==> config.mk <==
export PLATFORM = sky130hd
export DESIGN_NAME = pipeline_hazard_ctrl
export DESIGN_NICKNAME = d
export VERILOG_FILES = /design/src/rtl/pipeline_hazard_ctrl.sv
export SDC_FILE = /design/constraint.sdc
export NUM_CORES = 1
export LEC_CHECK = 0
export CAP_MARGIN = 20
export CORE_ASPECT_RATIO = 0.6
export CORE_MARGIN = 2
export CORE_UTILIZATION = 51
export CTS_BUF_LIST = sky130_fd_sc_hd__clkbuf_16
export DETAILED_ROUTE_END_ITERATION = 6
export PLACE_DENSITY_LB_ADDON = 0.08
export SLEW_MARGIN = 20
export SYNTH_ARGS = -nofsm -noshare
export SYNTH_HDL_FRONTEND = slang
export SYNTH_SLANG_ARGS = --single-unit
==> constraint.sdc <==
create_clock -name Clk -period 3.5 [get_ports Clk]
set_input_delay 0.525 -clock Clk [delete_from_list [all_inputs] [get_ports Clk]]
set_output_delay 0.525 -clock Clk [all_outputs]
set_load 0.01 [all_outputs]
==> src/rtl/pipeline_hazard_ctrl.sv <==
// Stall/flush scheduler for the 5-stage pipeline: load-use bubbles, branch
// flushes and multi-cycle EX freezes, plus a saturating stall-cycle counter.
module pipeline_hazard_ctrl #(
  parameter int unsigned MC_LATENCY = 4,
  parameter int unsigned CNT_W      = 16
) (
  input  logic             Clk,
  input  logic             Rst_n,
  input  logic [4:0]       IdRs,
  input  logic [4:0]       IdRt,
  input  logic             IdUsesRs,
  input  logic             IdUsesRt,
  input  logic             ExMemRead,
  input  logic [4:0]       ExRd,
  input  logic             ExMultiCycle,
  input  logic             BranchTaken,
  output logic             PCWrite,
  output logic             IFIDWrite,
  output logic             IFIDFlush,
  output logic             IDEXWrite,
  output logic             IDEXBubble,
  output logic             EXMEMBubble,
  output logic             Busy,
  output logic [CNT_W-1:0] StallCount
);

  typedef enum logic [1:0] {RUN, MC_BUSY, MC_DONE} state_e;

  localparam bit         MC_STALLS = (MC_LATENCY > 1);
  localparam bit         MC_SHORT  = (MC_LATENCY == 2);
  localparam logic [7:0] MC_RELOAD = MC_STALLS ? 8'(MC_LATENCY - 2) : 8'd0;

  state_e           state_q, state_d;
  logic [7:0]       cnt_q, cnt_d;
  logic [CNT_W-1:0] stall_cnt_q, stall_cnt_d;
  logic             load_use;

  assign load_use = ExMemRead && (ExRd != 5'd0) &&
                    ((IdUsesRs && (ExRd == IdRs)) || (IdUsesRt && (ExRd == IdRt)));

  always_comb begin
    state_d     = state_q;
    cnt_d       = cnt_q;
    PCWrite     = 1'b1;
    IFIDWrite   = 1'b1;
    IDEXWrite   = 1'b1;
    IFIDFlush   = 1'b0;
    IDEXBubble  = 1'b0;
    EXMEMBubble = 1'b0;
    Busy        = 1'b0;

    unique case (state_q)
      RUN: begin
        if (BranchTaken) begin
          IFIDFlush  = 1'b1;
          IDEXBubble = 1'b1;
        end else if (ExMultiCycle && MC_STALLS) begin
          PCWrite     = 1'b0;
          IFIDWrite   = 1'b0;
          IDEXWrite   = 1'b0;
          EXMEMBubble = 1'b1;
          cnt_d       = MC_RELOAD;
          state_d     = MC_SHORT ? MC_DONE : MC_BUSY;
        end else if (load_use) begin
          PCWrite    = 1'b0;
          IFIDWrite  = 1'b0;
          IDEXBubble = 1'b1;
        end
      end
      // EX is occupied: nothing but the countdown may influence outputs here.
      MC_BUSY: begin
        PCWrite     = 1'b0;
        IFIDWrite   = 1'b0;
        IDEXWrite   = 1'b0;
        EXMEMBubble = 1'b1;
        Busy        = 1'b1;
        if (cnt_q == 8'd1) begin
          state_d = MC_DONE;
        end else begin
          cnt_d = cnt_q - 8'd1;
        end
      end
      MC_DONE: begin
        Busy    = 1'b1;
        state_d = RUN;
        if (BranchTaken) begin
          IFIDFlush  = 1'b1;
          IDEXBubble = 1'b1;
        end else if (load_use) begin
          PCWrite    = 1'b0;
          IFIDWrite  = 1'b0;
          IDEXBubble = 1'b1;
        end
      end
      default: state_d = RUN;
    endcase

    if (!Rst_n) begin
      PCWrite     = 1'b0;
      IFIDWrite   = 1'b0;
      IDEXWrite   = 1'b0;
      IFIDFlush   = 1'b0;
      IDEXBubble  = 1'b1;
      EXMEMBubble = 1'b1;
      Busy        = 1'b0;
    end
  end

  always_comb begin
    stall_cnt_d = stall_cnt_q;
    if (!PCWrite && (stall_cnt_q != '1)) begin
      stall_cnt_d = stall_cnt_q + 1'b1;
    end
  end

  always_ff @(posedge Clk or negedge Rst_n) begin
    if (!Rst_n) begin
      state_q     <= RUN;
      cnt_q       <= '0;
      stall_cnt_q <= '0;
    end else begin
      state_q     <= state_d;
      cnt_q       <= cnt_d;
      stall_cnt_q <= stall_cnt_d;
    end
  end

  assign StallCount = stall_cnt_q;

endmodule
# After elaboration in Yosys (flattened, before gate mapping)
# Index checks and enable logic that the tools add are counted.
[classes] addsub=2 n_eq_ne=10 mux=33 n_reduce_logical=14
[ops] op="2-to-1 mux 8 bit" n=3
[ops] op="2-to-1 mux 1 bit" n=21
[ops] op="adder 16 x 1 -> 16 bit (second input constant)" n=1
[ops] op="inequality test 16 bit (second input constant)" n=1
[ops] op="one-hot mux 8 bit (2 select lines)" n=1
[ops] op="== test 5 bit" n=2
[ops] op="== test 8 x 1 -> 1 bit (second input constant)" n=1
[ops] op="inequality test 2 bit (second input constant)" n=4
[ops] op="subtractor 8 x 1 -> 8 bit (second input constant)" n=1
[ops] op="2-to-1 mux 2 bit" n=3
[ops] op="one-hot mux 1 bit (2 select lines)" n=3
[ops] op="logical AND 1 bit" n=5
[ops] op="nonzero test 5 bit" n=1
[ops] op="one-hot mux 2 bit (2 select lines)" n=1
[ops] op="AND reduction 4 bit" n=1
[ops] op="OR reduction 2 bit" n=2
[ops] op="one-hot mux 1 bit (3 select lines)" n=1
[ops] op="AND reduction 3 bit" n=1
[ops] op="== test 2 x 1 -> 1 bit (second input constant)" n=1
[ops] op="== test 2 bit (second input constant)" n=1
[ops] op="logical NOT 2 bit" n=1
[ops] op="nonzero test 2 bit" n=1
[ops] op="logical NOT 1 bit" n=1
[ops] op="logical OR 1 bit" n=1
[totals] reg_bits=26 in_bits=22 output_inout_bits=23 word_cells=62

# Longest topological paths before layout
# Gate-level depths: netlist of run 1.
[depth] word_depth=11 depth_mapped=10 depth_no_buf=9

# Worst setup path before layout of run 1
# No wires, ideal clock.
[synth_timing] kind="input to output" start="input port ExRd[1]" end="output port PCWrite" arrival_ns=1.804 required_time_ns=2.975 setup_slack_ns=1.171 cell_stages=5 n_path_buf=1 cell_sequence="or4_1 > o21ai_2 > o21ai_2 > a21oi_1 > buf_4"
[synth_via] elab_chain_len=9 elab_cells_between_ends=14 cone_classes="eq/ne (2); mux (6); reduce/logical (6)"
[synth_lines] item="start, declared" line="14" rtl="input logic [4:0] ExRd,"
[synth_lines] item="== test 5 bit" line="39" rtl="((IdUsesRs && (ExRd == IdRs)) || (IdUsesRt && (ExRd == IdRt)));"
[synth_lines] item="logical AND 1 bit" line="39"
[synth_lines] item="logical OR 1 bit" line="39"
[synth_lines] item="logical AND 1 bit *" line="38" rtl="assign load_use = ExMemRead && (ExRd != 5'd0) &&"
[synth_lines] item="2-to-1 mux 1 bit *"
[synth_lines] item="2-to-1 mux 1 bit (2 in a row)"
[synth_lines] item="one-hot mux 1 bit (3 select lines) *"
[synth_lines] item="2-to-1 mux 1 bit *"
[synth_lines] item="end, declared" line="17" rtl="output logic PCWrite,"
# Mark *: on every way between the ends. The rest lies on a longest branch, timed or not.

# Final worst setup path of run 1
[layout_timing] start="input port ExRd[1]" end="output port PCWrite"
[layout_via] elab_chain_len=9 elab_cells_between_ends=14 cone_classes="eq/ne (2); mux (6); reduce/logical (6)"
[layout_lines] item="== test 5 bit" line="39"
[layout_lines] item="logical AND 1 bit" line="39"
[layout_lines] item="logical OR 1 bit" line="39"
[layout_lines] item="logical AND 1 bit *" line="38"
[layout_lines] item="2-to-1 mux 1 bit *" line="64, 89"
[layout_lines] item="2-to-1 mux 1 bit" line="57" rtl="end else if (ExMultiCycle && MC_STALLS) begin"
[layout_lines] item="2-to-1 mux 1 bit" line="54" rtl="if (BranchTaken) begin"
[layout_lines] item="one-hot mux 1 bit (3 select lines) *" line="52" rtl="unique case (state_q)"
[layout_lines] item="2-to-1 mux 1 bit *" line="98" rtl="if (!Rst_n) begin"
# Marked as above.

==> out/results.ini, run 1 <==
[die]
rows = 15
die_h_um = 47.3
dieWidth_um = 76.1
io_pins = 45
dieArea_um2 = 3600
core_region_area_um2 = 2930
start_util = 0.543

[grt]
grt_pass1_vias = 1333
grt_pass1_wl_mm = 5.97
grt_start_max_net_pins = 20
overflow = 0
grt_antenna_before_repair = 0
grt_use_total = 0.215

[clock_network]
hold_buffers = 0
clk_pin_slew_ps = 70
cts-root-buf = clkbuf_16
cts_tree = built
htreeDepth = 1
cts_resized = 0
cts.path.max_buffers = 2
clock_sinks = 26
insertion_delay_ps = 260
cts_buffers = 3
post_cts_buffers = 0

[synthesis]
ys_ff_latch = 26
yosysWarnings = 0
synth.avg_cell_area_um2 = 9.41
synth_edf_count = 0
synth_common_cells = dfrtp_1 (26), xor2_1 (23), nor2_1 (19)
synthCells = 169
synthArstFlopShare = 1.00
synth-main-ff-cell = dfrtp_1
ys_types = 38
synth_area_um2 = 1590
syn_nets = 197
synth.top_cells.by_area = dfrtp_1 (41%), xor2_1 (13%), ha_1 (4.7%), nor2_1 (4.5%), xnor2_1 (3.9%)
yosysSeqAreaShare = 0.409
yosysTopAreaCellShare = 0.409
yosys.area.top_type = dfrtp_1
yosysMostFrequentCell = dfrtp_1

[cells_and_area]
fin_cells = 257
drive_gt1_frac = 0.0698
areaGrowthSynthToFinish_pct = 36.9
diodes = 0
layout.nets = 244
design_area_um2 = 2180

[setup_path]
crit_required_ps = 2970
crit_slowest_cell = clkdlybuf4s50_1
cp_max_fo = 3
endpoint_kind = output pin
critical_path.max_stage_delay_ps = 610
worstPathArrival_ps = 2680
path_class = input port to output pin
cp-start-kind = input port
crit_chain = clkdlybuf4s50_1 -> or4_1 -> o21ai_2 -> o21ai_2 -> a21oi_1 -> clkdlybuf4s50_1

[timing]
tightest_slew_ps = 540
min_period_over_period = 0.916
rsz0062_at_grt = no
slew_violations = 0
slew_headroom = 0.640
fin_crit_ps = 3200
fin_tns_setup_ps = 0
fin_skew_ps = 2.76
hold_viol_final = 0
final-setup-viol-count = 0
max_freq_mhz = 312

[min_path]
hp-class = flop to flop

[route]
ant_nets = 0
wl_per_cell_um = 13.8
drt_pass1_iterations = 4
wl_mm = 3.55
drc_errors = 0
vias = 1382
drt_iter0_markers = 47
vias_per_cell = 5.38

[place]
numPlacedInstances = 253
finalWeightedCongestion = 0.835
placed_area_um2 = 2070
hpwl_mm = 2.73
numPortBuffers = 44

[run_status]
status = finished, final reports clean

[pwr]
p_per_area_nw_per_um2 = 660
irDropWorstVdd_v = 0.000346
power.leakage_nw = 0.970

[flow_run]
maxCapViolCount = 0

routing by layer:
| metal | part of all wire | up-vias | GRT usage |
|---|---|---|---|
| met4 | 0.011 | 0 | 0.0836 |
| met5 | 0 | - | 0 |
| met2 | 0.46 | 60 | 0.386 |
| li1 | - | 671 | - |
| met3 | 0.070 | 6 | 0.0538 |
| met1 | 0.46 | 645 | 0.264 |
area by class of cell:
class | count | area (um2)
flip-flops and latches | 26 | 651
clock buffers | 3 | 75.1
well taps | 42 | 52.6
multi-input cells | 133 | 891
clock inverters | 1 | 30.0
repair buffers | 46 | 455
inverters | 6 | 22.5
fillers | 209 | 751
placed cells by master (no fill, tap or decap), drive strengths merged:
master / count
and4: 1
nor2b: 1
nand4: 1
nor3b: 1
mux2: 1
nand3: 12
xor2: 23
or2: 1
nor4: 4
inv: 6
mux2i: 1
and3: 3
a31oi: 1
clkbuf: 3
a22oi: 1
dfrtp: 26
or3: 1
xnor2: 7
a41oi: 1
nor2: 19
or4: 2
buf: 2
o22a: 1
ha: 6
bufinv: 1
clkdlybuf4s50: 44
o21ai: 6
a21oi: 6
a32oi: 1
and2: 3
nor3: 9
a22o: 1
nand2b: 3
nand2: 16
logic make-up (layout without fill, tap and decap cells):
group | Yosys count | count (layout) | share of synthesized area
compound gates | 18 | 18 | 0.0826
buf+inv | 10 | 56 | 0.0307
mux | 2 | 2 | 0.0134
flops | 26 | 26 | 0.409
xor+xnor | 30 | 30 | 0.165
simple gates | 77 | 77 | 0.252
fa+ha+maj | 6 | 6 | 0.0472
power breakdown:
group          total [mW]  switching (mW)  leakage, nW  internal, mW
Combinational       0.622           0.325        0.584         0.297
Sequential          0.484          0.0970        0.335         0.387
Clock               0.331           0.104       0.0511         0.228
path summary, 6_finish.rpt:
kind	cells past startpoint	to	slack [ps]	from
setup reg to reg	6	StallCount[1]	1170	StallCount[2]
max in group asynchronous	2	StallCount[8]	2600	Rst_n
setup / recovery	6	PCWrite	300	ExRd[1]
min in group asynchronous	2	StallCount[10]	660	Rst_n
hold / removal	1	StallCount[9]	490	StallCount[9]
hold reg to reg	1	StallCount[9]	490	StallCount[9]
registers in the layout, summed over array words and instances (netlist names):
name        flops
cnt_q           8
state_q         2
StallCount     16
per-stage QoR:
| step | setup slack [ps] | power, mW | util | hold WS, ps |
|---|---|---|---|---|
| final | 296 | 1.44 | 0.744 | 492 |
| after global routing | 208 | 1.53 | 0.744 | 517 |
| after CTS | 272 | 1.45 | 0.744 | 496 |
| after detailed placement | 275 | 1.11 | 0.708 | 485 |
| after global placement | 330 | 1.07 | 0.708 | 471 |
| after floorplan | 1170 | 0.858 | - | 229 |
worst max-delay path: cells and delay by family:
kind,cells,cell delay (ps)
buf+inv,2,1070
simple gates,1,560
compound gates,3,530
(Power assumes the default switching activity.)
==> inputs of run 2 (changes only) <==
--- a/config.mk
+++ b/config.mk
@@ -5,11 +5,11 @@
 export SDC_FILE = /design/constraint.sdc
 export NUM_CORES = 1
 export LEC_CHECK = 0
-export CAP_MARGIN = 20
 export CORE_ASPECT_RATIO = 0.6
 export CORE_MARGIN = 2
-export CORE_UTILIZATION = 51
+export CORE_UTILIZATION = 40
 export CTS_BUF_LIST = sky130_fd_sc_hd__clkbuf_16
+export CTS_CLUSTER_SIZE = 20
 export DETAILED_ROUTE_END_ITERATION = 6
 export PLACE_DENSITY_LB_ADDON = 0.08
 export SLEW_MARGIN = 20
==> out/results.ini, run 2 (synthesized netlist as in run 1, its figures left out) <==
[run_status]
status = finished, final reports clean

[setup_path]
crit_chain = clkdlybuf4s50_1 -> or4_1 -> o21ai_2 -> o21ai_2 -> a21oi_1 -> clkdlybuf4s50_1
path_class = input port to output pin
cpLargestDelayFamily = buffers and inverters
worstPathArrival_ps = 2670
worst-path-buf-inv = 2
endpoint_kind = output pin
cp_max_fo = 3
critical_path.max_stage_delay_ps = 590
ff2ff_path_depth = 7
reg2reg_from = StallCount[1]
crit_required_ps = 2970
crit_start = ExRd[1]
path_depth = 6
crit_slowest_cell = clkdlybuf4s50_1
cp-start-kind = input port

[cells_and_area]
layout_common_cells = clkdlybuf4s50_1 (44), dfrtp_1 (26), xor2_1 (23)
areaGrowthSynthToFinish_pct = 37.3
fill_cells = 324
layout_commonest_cell = clkdlybuf4s50_1
largest_reg_flops = 16
diodes = 0
layout.nets = 244
drive_gt1_frac = 0.0698

[timing]
slew_headroom = 0.657
rsz0062_at_grt = no
fin_tns_setup_ps = 0
tightest_slew_ps = 515
hold_viol_final = 0
min_period_over_period = 0.912
final-setup-viol-count = 0
fin_skew_ps = 2.63
slew_violations = 0
fin_crit_ps = 3190
max_freq_mhz = 313

[pwr]
power.leakage_nw = 0.970
p_per_area_nw_per_um2 = 658
irDropWorstVdd_v = 0.000358
fin_total_pwr_mw = 1.44

[route]
drt_iter0_markers = 34
wl_mm = 3.65
vias_per_cell = 5.08
ant_nets = 0
drc_errors = 0
drt_pass1_iterations = 4
vias = 1331
wl_per_cell_um = 13.9

[clock_network]
cts_tree = built
post_cts_buffers = 0
cts.path.max_buffers = 2
hold_buffers = 0
clk_pin_slew_ps = 70
clock_sinks = 26
insertion_delay_ps = 260
cts_resized = 0
cts_buffers = 3
htreeDepth = 1
cts-root-buf = clkbuf_16

[place]
finalWeightedCongestion = 0.787
hpwl_mm = 2.82
numPortBuffers = 44

[grt]
grt_start_max_net_pins = 19
met1_usage = 0.215
grt_use_total = 0.176
grt_pass1_wl_mm = 6.08
grt_pass1_vias = 1318
met2_usage = 0.315
overflow = 0
gr-usage-met3 = 0.0457
grt-busiest-layer = met2
grt_antenna_before_repair = 0

[min_path]
hold_start = StallCount[5]
hp-class = flop to flop
whs_path_depth = 1

[die]
start_util = 0.425
dieArea_um2 = 4510
io_pins = 45
dieWidth_um = 85.4
die_h_um = 52.8
core_region_area_um2 = 3740
rows = 17

[flow_run]
maxCapViolCount = 0

[run 2: cell counts in the layout (fill, tap and decap cells not counted)]
No cell type changed its count.
[run 2: area by class of cell]
type | instances | area [um2] | area share
clock inverter | 1 | 30.0 | 0.0138
multi-input combinational | 133 | 891 | 0.408
tap | 47 | 58.8 | 0.0269
clock buffer | 3 | 75.1 | 0.0344
timing repair buffer | 46 | 455 | 0.209
sequential | 26 | 651 | 0.298
inverter | 6 | 22.5 | 0.0103
[run 2: power by group]
group	switching [mW]	internal (mW)
Clock	0.107	0.228
Combinational	0.325	0.296
Sequential	0.0951	0.387
Total	0.527	0.911
[run 2: per-stage QoR]
step | setup slack (ps) | utilization | hold slack (ps) | instance area (um2) | instances
final | 308 | 0.583 | 499 | 2180 | 262
after global routing | 199 | 0.583 | 526 | 2180 | 262
after CTS | 289 | 0.583 | 493 | 2180 | 262
after detailed placement | 288 | 0.555 | 485 | 2080 | 258
after global placement | 319 | 0.555 | 471 | 2080 | 258
after floorplan | 1170 | - | 229 | 1590 | 169
[run 2: layer usage]
| layer | vias to the layer above | routed length, um |
|---|---|---|
| met5 | - | 0 |
| met4 | 0 | 0 |
| met3 | 0 | 174 |
| met2 | 36 | 1710 |
| met1 | 623 | 1770 |
| li1 | 672 | - |
[run 2: final timing paths]
kind,end,slack [ps]
max in group asynchronous,StallCount[11],2460
min in group asynchronous,cnt_q[0],510
hold / removal,StallCount[5],500
setup reg to reg,StallCount[1],1150
hold reg to reg,StallCount[5],500
setup / recovery,IFIDWrite,310
==> inputs of run 3 (changes only) <==
==> constraint.sdc (replaced) <==
create_clock -name Clk -period 3 [get_ports Clk]
set_input_delay 0.45 -clock Clk [delete_from_list [all_inputs] [get_ports Clk]]
set_output_delay 0.45 -clock Clk [all_outputs]
set_load 0.01 [all_outputs]
==> out/results.ini, run 3 (synthesized netlist as in run 1, its figures left out) <==
[run_status]
status = finished, final reports clean

[grt]
grt_antenna_before_repair = 0
grt_start_max_net_pins = 20
grt_pass1_vias = 1353
grt_use_total = 0.166
grt_pass1_wl_mm = 5.87
overflow = 0

[place]
numPlacedInstances = 262
finalWeightedCongestion = 0.798
hpwl_mm = 2.69
numPortBuffers = 44

[setup_path]
crit_chain = clkdlybuf4s50_1 -> or4_1 -> o21ai_2 -> buf_4 -> nor2_1 -> a21oi_1 -> o21ai_0 -> dlymetal6s2s_1
cpLargestDelayFamily = buffers and inverters
cp-start-kind = input port
crit_slowest_cell = or4_1
cp_max_fo = 3
rrSetupSlack_ps = 790
crit_required_ps = 2550
endpoint_kind = output pin
path_class = input port to output pin
worst-path-buf-inv = 3
worstPathArrival_ps = 2220
critical_path.max_stage_delay_ps = 560

[die]
dieArea_um2 = 4510
die_h_um = 52.8
io_pins = 45
start_util = 0.425
rows = 17
dieWidth_um = 85.4
core_region_area_um2 = 3740

[clock_network]
post_cts_buffers = 0
clk_pin_slew_ps = 70
hold_buffers = 0
clock_sinks = 26
cts_buffers = 3
cts_tree = built
insertion_delay_ps = 260
cts.path.max_buffers = 2
htreeDepth = 1
cts-root-buf = clkbuf_16

[cells_and_area]
fill_cells = 331
diodes = 0
layout_commonest_cell = clkdlybuf4s50_1
multiInputGateArea_um2 = 895
drive_gt1_frac = 0.0913
fin_cells = 266
seq_area_um2 = 651
areaGrowthSynthToFinish_pct = 39.9
layout.nets = 248
largest_reg_flops = 16
layout_common_cells = clkdlybuf4s50_1 (41), dfrtp_1 (26), xor2_1 (23)

[timing]
slew_violations = 0
tightest_slew_ps = 411
final-setup-viol-count = 0
max_freq_mhz = 374
slew_headroom = 0.725
min_period_over_period = 0.891
timing.hold.ws_ps = 510
rsz0062_at_grt = no
fin_crit_ps = 2670
fin_skew_ps = 4.35
hold_viol_final = 0

[pwr]
irDropWorstVdd_v = 0.000438
p_per_area_nw_per_um2 = 753
power.leakage_nw = 1.02

[min_path]
hp-class = flop to flop

[route]
drt_pass1_iterations = 4
drc_errors = 0
drt_iter0_markers = 31
ant_nets = 0
vias = 1324
wl_mm = 3.53
wl_per_cell_um = 13.3
vias_per_cell = 4.98

[flow_run]
maxCapViolCount = 0

[run 3: cell count changes in the layout (fill, tap and decap cells not counted), sizes merged]
| cell | delta |
|---|---|
| buf | +4 |
| clkdlybuf4s50 | -3 |
| dlymetal6s2s | +3 |
[run 3: power breakdown]
group	switching, mW	internal, mW	leakage [nW]
combinational	0.373	0.350	0.633
sequential	0.112	0.452	0.335
clock	0.124	0.266	0.0511
[run 3: metrics by stage]
stage                     setup TNS, ps  power (mW)  instance area (um2)  worst slack (ps)  utilization
after detailed placement          -98.4        1.29                 2110             -52.9        0.563
after global routing                  0        1.80                 2220               251        0.594
after CTS                             0        1.69                 2220              25.9        0.592
after global placement            -26.4        1.26                 2110             -13.3        0.563
after floorplan                       0        1.00                 1590               821            -
final                                 0        1.68                 2220               326        0.594
[run 3: worst paths after layout]
| kind | start | end | depth (start not counted) |
|---|---|---|---|
| max in group asynchronous | Rst_n | state_q[0] | 2 |
| worst min-delay path | StallCount[5] | StallCount[5] | 1 |
| worst max register to register | StallCount[0] | StallCount[9] | 9 |
| min in group asynchronous | Rst_n | StallCount[14] | 2 |
| worst max-delay path | ExRd[1] | IDEXBubble | 8 |
| worst min register to register | StallCount[5] | StallCount[5] | 1 |
[run 3: timing repair]
item / 4_1_cts / 5_1_grt
gates resized for setup: 1 / 3
endpoints found under the setup margin: 2 / 3
pin swaps: 0 / 1
[run 3: final cells by class]
class / instances / area share
inverters: 6 / 0.0101
well taps: 47 / 0.0264
clock inverters: 1 / 0.0135
repair buffers: 50 / 0.222
multi-input cells: 133 / 0.402
clock buffers: 3 / 0.0337
flip-flops and latches: 26 / 0.292
[run 3: routing by layer]
| metal | global-route usage | up-vias | wire length (um) | part of all wire |
|---|---|---|---|---|
| met2 | 0.280 | 39 | 1590 | 0.45 |
| met4 | 0.0397 | 0 | 14 | 0.0040 |
| li1 | - | 675 | - | - |
| met1 | 0.215 | 608 | 1730 | 0.49 |
| met5 | 0 | - | 0 | 0 |
| met3 | 0.0457 | 2 | 193 | 0.055 |
